**src/rtl/bnn_acc_seq_pkg.sv**
```systemverilog
// Shared types for the bit-serial BNN accumulator sequencer.
// ALU op encodings and FSM state encodings.
package bnn_acc_seq_pkg;

  localparam logic ALU_OP_ADD1 = 1'b0;
  localparam logic ALU_OP_SUB1 = 1'b1;

  typedef enum logic [1:0] {
    ACC_ST_IDLE = 2'd0,
    ACC_ST_RUN  = 2'd1,
    ACC_ST_DONE = 2'd2
  } acc_st_e;

endpackage

```
**src/rtl/bnn_acc_seq_if.sv**
```systemverilog
// Bus bundle for bnn_acc_seq: input handshake, alu link, output handshake.
// slave = sequencer side, master = upstream/alu/downstream side.
interface bnn_acc_seq_if #(
  parameter int n = 12,
  parameter int K = 16
) ();
  logic         in_valid;
  logic         in_ready;
  logic [K-1:0] in_act;
  logic [K-1:0] in_wgt;
  logic         alu_in_a_lsb;
  logic         alu_op;
  logic [n-1:0] alu_in_b;
  logic [n-1:0] alu_out;
  logic         out_valid;
  logic         out_ready;
  logic [n-1:0] out_data;
  logic         busy;

  modport slave (
    input  in_valid, in_act, in_wgt, alu_out, out_ready,
    output in_ready, alu_in_a_lsb, alu_op, alu_in_b,
    output out_valid, out_data, busy
  );

  modport master (
    output in_valid, in_act, in_wgt, alu_out, out_ready,
    input  in_ready, alu_in_a_lsb, alu_op, alu_in_b,
    input  out_valid, out_data, busy
  );
endinterface

```
**src/rtl/bnn_acc_seq.sv**
```systemverilog
// Walks act/wgt LSB-first, driving an external alu and registering its sum.
// Ports: clk, rst_n (async low), bus (slave: in/alu/out handshakes, busy).
module bnn_acc_seq
  import bnn_acc_seq_pkg::*;
#(
  parameter int n  = 12,
  parameter int K  = 16,
  parameter int CW = 5
) (
  input  logic           clk,
  input  logic           rst_n,
  bnn_acc_seq_if.slave   bus
);

  acc_st_e       state_q, state_d;
  logic [n-1:0]  acc_q, acc_d;
  logic [K-1:0]  act_q, act_d;
  logic [K-1:0]  wgt_q, wgt_d;
  logic [CW-1:0] cnt_q, cnt_d;

  logic st_run;
  logic st_done;

  always_ff @(posedge clk or negedge rst_n) begin
    if (!rst_n) begin
      state_q <= ACC_ST_IDLE;
      acc_q   <= '0;
      act_q   <= '0;
      wgt_q   <= '0;
      cnt_q   <= '0;
    end else begin
      state_q <= state_d;
      acc_q   <= acc_d;
      act_q   <= act_d;
      wgt_q   <= wgt_d;
      cnt_q   <= cnt_d;
    end
  end

  always_comb begin
    state_d = state_q;
    acc_d   = acc_q;
    act_d   = act_q;
    wgt_d   = wgt_q;
    cnt_d   = cnt_q;
    unique case (state_q)
      ACC_ST_IDLE: begin
        if (bus.in_valid) begin
          act_d   = bus.in_act;
          wgt_d   = bus.in_wgt;
          acc_d   = '0;
          cnt_d   = '0;
          state_d = ACC_ST_RUN;
        end
      end
      ACC_ST_RUN: begin
        acc_d = bus.alu_out;
        act_d = act_q >> 1;
        wgt_d = wgt_q >> 1;
        cnt_d = cnt_q + CW'(1);
        if (cnt_q == CW'(K - 1)) begin
          state_d = ACC_ST_DONE;
        end
      end
      ACC_ST_DONE: begin
        if (bus.out_ready) begin
          state_d = ACC_ST_IDLE;
        end
      end
      default: state_d = ACC_ST_IDLE;
    endcase
  end

  assign st_run  = (state_q == ACC_ST_RUN);
  assign st_done = (state_q == ACC_ST_DONE);

  assign bus.in_ready  = (state_q == ACC_ST_IDLE);
  assign bus.busy      = st_run | st_done;
  assign bus.out_valid = st_done;
  assign bus.out_data  = st_done ? acc_q : '0;

  // Outside RUN the alu sees acc+0, so its output is a harmless no-op.
  assign bus.alu_in_a_lsb = st_run & act_q[0];
  assign bus.alu_op       = (st_run && !wgt_q[0]) ? ALU_OP_SUB1
                                                  : ALU_OP_ADD1;
  assign bus.alu_in_b     = acc_q;

endmodule
```
**src/flat_wrapper.sv**
```systemverilog
// flat-port wrapper written by rule: the top's interface ports become plain ports
module bnn_acc_seq_flat import bnn_acc_seq_pkg::*;
#(
  parameter int n  = 12,
  parameter int K  = 16,
  parameter int CW = 5
)
  (clk, rst_n, bus_in_valid, bus_in_act, bus_in_wgt, bus_alu_out, bus_out_ready, bus_in_ready, bus_alu_in_a_lsb, bus_alu_op, bus_alu_in_b, bus_out_valid, bus_out_data, bus_busy);
  bnn_acc_seq_if #(.n(n), .K(K)) bus_i ();
  input  logic clk;
  input  logic rst_n;
  input wire logic [$bits(bus_i.in_valid)-1:0] bus_in_valid;
  input wire logic [$bits(bus_i.in_act)-1:0] bus_in_act;
  input wire logic [$bits(bus_i.in_wgt)-1:0] bus_in_wgt;
  input wire logic [$bits(bus_i.alu_out)-1:0] bus_alu_out;
  input wire logic [$bits(bus_i.out_ready)-1:0] bus_out_ready;
  output wire logic [$bits(bus_i.in_ready)-1:0] bus_in_ready;
  output wire logic [$bits(bus_i.alu_in_a_lsb)-1:0] bus_alu_in_a_lsb;
  output wire logic [$bits(bus_i.alu_op)-1:0] bus_alu_op;
  output wire logic [$bits(bus_i.alu_in_b)-1:0] bus_alu_in_b;
  output wire logic [$bits(bus_i.out_valid)-1:0] bus_out_valid;
  output wire logic [$bits(bus_i.out_data)-1:0] bus_out_data;
  output wire logic [$bits(bus_i.busy)-1:0] bus_busy;
  assign bus_i.in_valid = bus_in_valid;
  assign bus_i.in_act = bus_in_act;
  assign bus_i.in_wgt = bus_in_wgt;
  assign bus_i.alu_out = bus_alu_out;
  assign bus_i.out_ready = bus_out_ready;
  assign bus_in_ready = bus_i.in_ready;
  assign bus_alu_in_a_lsb = bus_i.alu_in_a_lsb;
  assign bus_alu_op = bus_i.alu_op;
  assign bus_alu_in_b = bus_i.alu_in_b;
  assign bus_out_valid = bus_i.out_valid;
  assign bus_out_data = bus_i.out_data;
  assign bus_busy = bus_i.busy;
  bnn_acc_seq #(.n(n), .K(K), .CW(CW)) u_core (.clk(clk), .rst_n(rst_n), .bus(bus_i));
endmodule
```
**config.mk**
```make
export PLATFORM = sky130hd
export DESIGN_NAME = bnn_acc_seq_flat
export DESIGN_NICKNAME = d
export VERILOG_FILES = /design/src/rtl/bnn_acc_seq_pkg.sv /design/src/rtl/bnn_acc_seq_if.sv /design/src/rtl/bnn_acc_seq.sv /design/src/flat_wrapper.sv
export SDC_FILE = /design/constraint.sdc
export NUM_CORES = 1
export LEC_CHECK = 0
export CORE_ASPECT_RATIO = 1.75
export CORE_UTILIZATION = 46
export DETAILED_ROUTE_END_ITERATION = 8
export MAX_ROUTING_LAYER = met4
export PLACE_DENSITY_LB_ADDON = 0.12
export SLEW_MARGIN = 0
export SYNTH_ARGS = -nofsm -noshare
export SYNTH_HDL_FRONTEND = slang
export SYNTH_SLANG_ARGS = --single-unit
```
**constraint.sdc**
```tcl
create_clock -name clk -period 2.22 [get_ports clk]
set_input_delay 0.333 -clock clk [delete_from_list [all_inputs] [get_ports clk]]
set_output_delay 0.333 -clock clk [all_outputs]
set_load 0.01 [all_outputs]
```
==> impl_metrics.env, run 1 <==
export IMPL_syn_inst=221
export IMPL_wl_per_cell_microns=13.7
export IMPL_crit_path_start_kind="flop"
export IMPL_fp_row_count=34
export IMPL_yosysTopAreaCell="dfrtp_1"
export IMPL_dieArea_sq_um=5520
export IMPL_ys_seq_area_frac=0.532
export IMPL_grt_pass1_vias=1976
export IMPL_setup_violations=0
export IMPL_fin_skew_ns=0.00889
export IMPL_syn_area_per_cell_sq_um=10.8
export IMPL_root_buffer="clkbuf_8"
export IMPL_max_freq_mhz=472
export IMPL_critical_path_class="reg2out"
export IMPL_clk_pin_slew_ns=0.09
export IMPL_tightest_slew_ns=0.464
export IMPL_hold_violations=0
export IMPL_clock_sinks=51
export IMPL_max_cap_violations=0
export IMPL_gp_congestion=0.691
export IMPL_port_buffers=76
export IMPL_p_per_area_nw_per_um2=1190
export IMPL_drtIter0Drc=84
export IMPL_die_w_microns=56.6
export IMPL_grt_pass1_wl_microns=8470
export IMPL_ant_nets=0
export IMPL_final_cells=352
export IMPL_slew_headroom=0.691
export IMPL_cts_setup_buffers=0
export IMPL_syn2layout_area_growth_pct=37.4
export IMPL_n_antenna_cell=0
export IMPL_period_needed_ns=2.12
export IMPL_ys_warn_count=0
export IMPL_place_detailed_hpwl_microns=3510
export IMPL_synth_distinct_cells=24
export IMPL_num_vias=1846
export IMPL_drc=0
export IMPL_start_util=0.482
export IMPL_cts_made_buffers=5
export IMPL_final_core_util=0.662
export IMPL_syn_nets=274
export IMPL_htreeDepth=2
export IMPL_finalNetCount=350
export IMPL_die_h_microns=97.5
export IMPL_grt_ovfl_total=0
export IMPL_ys_seq_elements=51
export IMPL_via_per_inst=5.24
export IMPL_status="finished clean"
export IMPL_path_max_fanout=5
export IMPL_syn_area_sq_um=2400
export IMPL_coreArea_sq_um=4980
export IMPL_nFillCells=421
export IMPL_tns_ns=0
export IMPL_required_ns=1.89
export IMPL_drt_pass1_iterations=4
export IMPL_power_leakage_uw=0.00148
export IMPL_grt_max_degree=64
export IMPL_grt_total_usage=0.195
export IMPL_pin_count=77
export IMPL_cts_tree="built"
export IMPL_drive_gt1_frac=0.0638
export IMPL_slew_viol_final=0
export IMPL_critPathArrivalTime_ns=1.78
export IMPL_synth_area_leaders="dfrtp_1 (53%), mux2i_1 (13%), o21ai_0 (7.1%), nand2_1 (6.1%), a22o_1 (4.7%)"
export IMPL_wl_microns=4810
export IMPL_critPathCaptureType="output pin"
export IMPL_min_path_type="in2async"
export IMPL_place_inst=343
export IMPL_rsz0062_at_grt="false"
export IMPL_cts_buffer_depth=2
export IMPL_fin_crit_sh=0.954
export IMPL_antenna_found_initial=0
export IMPL_yosysTopAreaCellShare=0.532
export IMPL_clk_latency_ns=0.30
export IMPL_vdd_ir_drop_max_uv=887
sequential cells by signal (all words and copies together) (netlist names):
register	count
u_core.cnt_q	5
u_core.act_q	16
u_core.state_q	2
u_core.bus.alu_in_b	12
u_core.wgt_q	16
cells in the final DEF, fill, tap and decap left out, types with 2 or more instances in the layout:
master / count
buf_4: 6
nand2_1: 39
clkbuf_1: 2
a31oi_1: 2
mux2i_1: 30
clkdlybuf4s50_1: 75
inv_1: 4
a22o_1: 13
and2_1: 15
nand2b_1: 2
dfrtp_1: 51
o21ai_0: 34
nor2_1: 2
clkbuf_8: 5
ha_1: 3
report_power, final:
part	total (uW)	switching [uW]	internal, uW	leakage (uW)
Sequential	1610	255	1360	0.000642
Clock	506	285	222	0.0000422
Combinational	1810	894	920	0.000799
worst max-delay path, cell delays in order, from the launching register on:
cell and delay [ns]:
dfrtp_1 0.43, inv_1 0.10, ha_2 0.23, inv_1 0.06, nor2_1 0.11, clkdlybuf4s50_1 0.54
logic make-up (layout without fill, tap and decap cells):
group / Yosys count / in the layout / synth area share
and+or+nand+nor: 61 / 61 / 0.115
AOI/OAI and AO/OA: 53 / 53 / 0.139
DFF: 51 / 51 / 0.532
muxes: 32 / 32 / 0.134
buffers and inverters: 19 / 96 / 0.0527
adders and majority gates: 5 / 5 / 0.0261
final cells by class:
class | count | area [sq um] | area share
sequential | 51 | 1280 | 0.388
multi-input combinational | 151 | 1020 | 0.310
timing repair buffer | 84 | 831 | 0.252
clock buffer | 7 | 76.3 | 0.0232
tap | 54 | 67.6 | 0.0205
inverter | 4 | 15.0 | 0.00456
clock inverter | 1 | 5.00 | 0.00152
routing by layer:
layer,global-route usage,part of all wire
met5,-,0
met1,0.234,0.42
met3,0.0333,0.050
met4,0.0619,0.014
met2,0.329,0.52
cell usage after synthesis:
cell	n
and2_1	15
o21ai_0	34
nor2_1	2
mux2i_1	31
buf_4	8
o211ai_1	1
dfrtp_1	51
inv_1	4
clkbuf_2	1
and3_1	1
o41ai_1	1
buf_2	1
a211o_1	1
mux2_2	1
nor3_1	1
ha_1	5
buf_6	3
a31oi_1	2
nand2_1	39
clkbuf_1	2
a22o_1	13
nand2b_1	2
a22oi_2	1
nand3_1	1
final timing paths:
| path | from | end | slack, ns | cells after the start |
|---|---|---|---|---|
| setup / recovery | u_core.state_q[1] | bus_alu_op | 0.10 | 5 |
| hold / removal | rst_n | u_core.act_q[10] | 0.45 | 2 |
| setup reg to reg | u_core.state_q[1] | u_core.cnt_q[2] | 0.40 | 6 |
| hold reg to reg | u_core.wgt_q[3] | u_core.wgt_q[3] | 0.49 | 2 |
| max in group asynchronous | rst_n | u_core.bus.alu_in_b[8] | 1.20 | 3 |
| min in group clk | u_core.wgt_q[3] | u_core.wgt_q[3] | 0.49 | 2 |
stage by stage:
stage          setup slack [ns]  cell area (sq um)  total power [uW]  hold WS [ns]
2_1_floorplan             0.644               2400              2860        0.0374
3_3_place_gp              0.321               3190              3410         0.248
3_5_place_dp              0.285               3190              3480         0.250
4_1_cts                  0.0731               3280              3990         0.455
5_1_grt                  0.0124               3290              4270         0.484
6_report                  0.102               3290              3930         0.445
timing repair:
| action | CTS | global route |
|---|---|---|
| hold endpoints to repair | 13 | 0 |
| hold buffers | 1 | 0 |
| setup endpoints to repair | 12 | 1 |
| gates resized for setup | 1 | 1 |
No activity file was read; power rests on OpenSTA's default activity.
==> run 2, diff against run 1 <==
--- a/config.mk
+++ b/config.mk
@@ -10,7 +10,8 @@
 export DETAILED_ROUTE_END_ITERATION = 8
 export MAX_ROUTING_LAYER = met4
 export PLACE_DENSITY_LB_ADDON = 0.12
-export SLEW_MARGIN = 0
+export SKIP_CTS_REPAIR_TIMING = 1
+export SLEW_MARGIN = 10
 export SYNTH_ARGS = -nofsm -noshare
 export SYNTH_HDL_FRONTEND = slang
 export SYNTH_SLANG_ARGS = --single-unit
==> run 2 against run 1 <==
Compared with the run above: hold slack lost 0.0015 ns; core utilization is 0.20 points lower; via count shrank 0.38%; clock-buffer cell count unchanged; setup slack better by 0.013 ns; total power is 0.11% lower; clock power is essentially flat; critical path type unchanged; largest cell class unchanged; highest routed layer unchanged.
==> impl_metrics.env, run 2 (synthesis gave the netlist of run 1 again) <==
export IMPL_status="finished clean"
export IMPL_crit_path_start="u_core.state_q[0]"
export IMPL_htreeDepth=2
export IMPL_grt_pass1_vias=1966
export IMPL_grt_pass1_wl_microns=8440
export IMPL_swShare=0.364
export IMPL_vdd_ir_drop_max_uv=886
export IMPL_p_per_area_nw_per_um2=1200
export IMPL_p_sw_uw=1430
export IMPL_cpMaxStageDelayCell="clkdlybuf4s50_1"
export IMPL_crit_path_start_kind="flop"
export IMPL_critical_path_class="reg2out"
export IMPL_max_cap_violations=0
export IMPL_dieArea_sq_um=5520
export IMPL_path_buf_inv=2
export IMPL_cts_tree="built"
export IMPL_num_vias=1839
export IMPL_hold_violations=0
export IMPL_drive_gt1_frac=0.0638
export IMPL_multiInputGateArea_sq_um=1010
export IMPL_ant_nets=0
export IMPL_place_detailed_hpwl_microns=3510
export IMPL_cp_cell_sequence="inv_1 > ha_2 > and2_1 > clkdlybuf4s50_1"
export IMPL_coreArea_sq_um=4980
export IMPL_p_seq_frac=0.410
export IMPL_critPathArrivalTime_ns=1.77
export IMPL_critPathCaptureType="output pin"
export IMPL_clk_latency_ns=0.30
export IMPL_start_util=0.482
export IMPL_n_antenna_cell=0
export IMPL_layout_commonest_cell="clkdlybuf4s50_1"
export IMPL_min_path_type="in2async"
export IMPL_port_buffers=76
export IMPL_fin_area_sq_um=3280
export IMPL_dp_slack_ns=0.285
export IMPL_grt_ovfl_total=0
export IMPL_period_needed_ns=2.10
export IMPL_wl_microns=4790
export IMPL_cts_made_buffers=5
export IMPL_clock_sinks=51
export IMPL_drt_pass1_iterations=4
export IMPL_max_freq_mhz=475
export IMPL_cp_num_cells=4
export IMPL_dpl_instance_area_sq_um=3190
export IMPL_critPathMaxStageDelay_ns=0.53
export IMPL_grt_total_usage=0.194
export IMPL_gp_congestion=0.691
export IMPL_layout_common_cells="clkdlybuf4s50_1 (75), dfrtp_1 (51), nand2_1 (39)"
export IMPL_finalNetCount=350
export IMPL_fin_skew_ns=0.00884
export IMPL_drtIter0Drc=89
export IMPL_antenna_found_initial=0
export IMPL_slew_viol_final=0
export IMPL_nFillCells=426
export IMPL_via_per_inst=5.22
export IMPL_pin_count=77
export IMPL_layout_setup_ws_ns=0.115
export IMPL_reg2reg_depth=6
export IMPL_root_buffer="clkbuf_8"
export IMPL_cts_buffer_depth=2
export IMPL_slew_headroom=0.690
export IMPL_grt_max_degree=64
export IMPL_syn2layout_area_growth_pct=37.0
export IMPL_die_h_microns=97.5
export IMPL_p_clk_frac=0.129
export IMPL_p_comb_frac=0.461
export IMPL_drc=0
export IMPL_tightest_slew_ns=0.465
export IMPL_intPower_uw=2500
export IMPL_crit_family="buffers and inverters"
export IMPL_path_max_fanout=14
export IMPL_wl_per_cell_microns=13.6
export IMPL_setup_violations=0
export IMPL_regArea_sq_um=1280
export IMPL_worstReg2RegStart="u_core.state_q[1]"
export IMPL_required_ns=1.89
export IMPL_fp_row_count=34
export IMPL_clk_pin_slew_ns=0.09
export IMPL_fin_crit_sh=0.948
export IMPL_power_leakage_uw=0.00148
export IMPL_die_w_microns=56.6
-- run 2: cell counts in the layout (fill, tap and decap cells not counted) --
No cell type changed its count.
-- run 2: cell type report --
class                      count  area share
tap                           54      0.0206
timing repair buffer          84       0.253
multi-input combinational    151       0.308
clock inverter                 1     0.00152
sequential                    51       0.389
inverter                       4     0.00457
clock buffer                   7      0.0232
-- run 2: final timing paths --
| check | to | slack [ns] |
|---|---|---|
| setup reg to reg | u_core.cnt_q[2] | 0.43 |
| max in group asynchronous | u_core.bus.alu_in_b[8] | 1.20 |
| hold / removal | u_core.act_q[10] | 0.44 |
| setup / recovery | bus_out_data[9] | 0.12 |
| min in group clk | u_core.wgt_q[3] | 0.49 |
| hold reg to reg | u_core.wgt_q[3] | 0.49 |
-- run 2: power by group through the flow --
stage	sequential, uW	combinational (uW)	clock (uW)
finish	1610	1810	506
detailed placement	1640	1840	0
CTS	1620	1840	524
floorplan	1610	1250	0
global placement	1620	1790	0
global route	1680	2030	557
-- run 2: stage by stage --
step,cells,util,power (uW),TNS [ns],hold slack (ns)
final,352,0.660,3930,0,0.444
after global routing,352,0.660,4260,-0.00403,0.484
after CTS,351,0.657,3990,-0.412,-0.0795
after detailed placement,343,0.641,3480,0,0.250
after global placement,343,0.641,3410,0,0.248
after floorplan,221,-,2860,0,0.0374
-- run 2: per-layer routing --
metal | track usage | part of all wire
met5 | - | 0
met4 | 0.0619 | 0.014
met3 | 0.0333 | 0.049
met2 | 0.327 | 0.51
met1 | 0.234 | 0.42
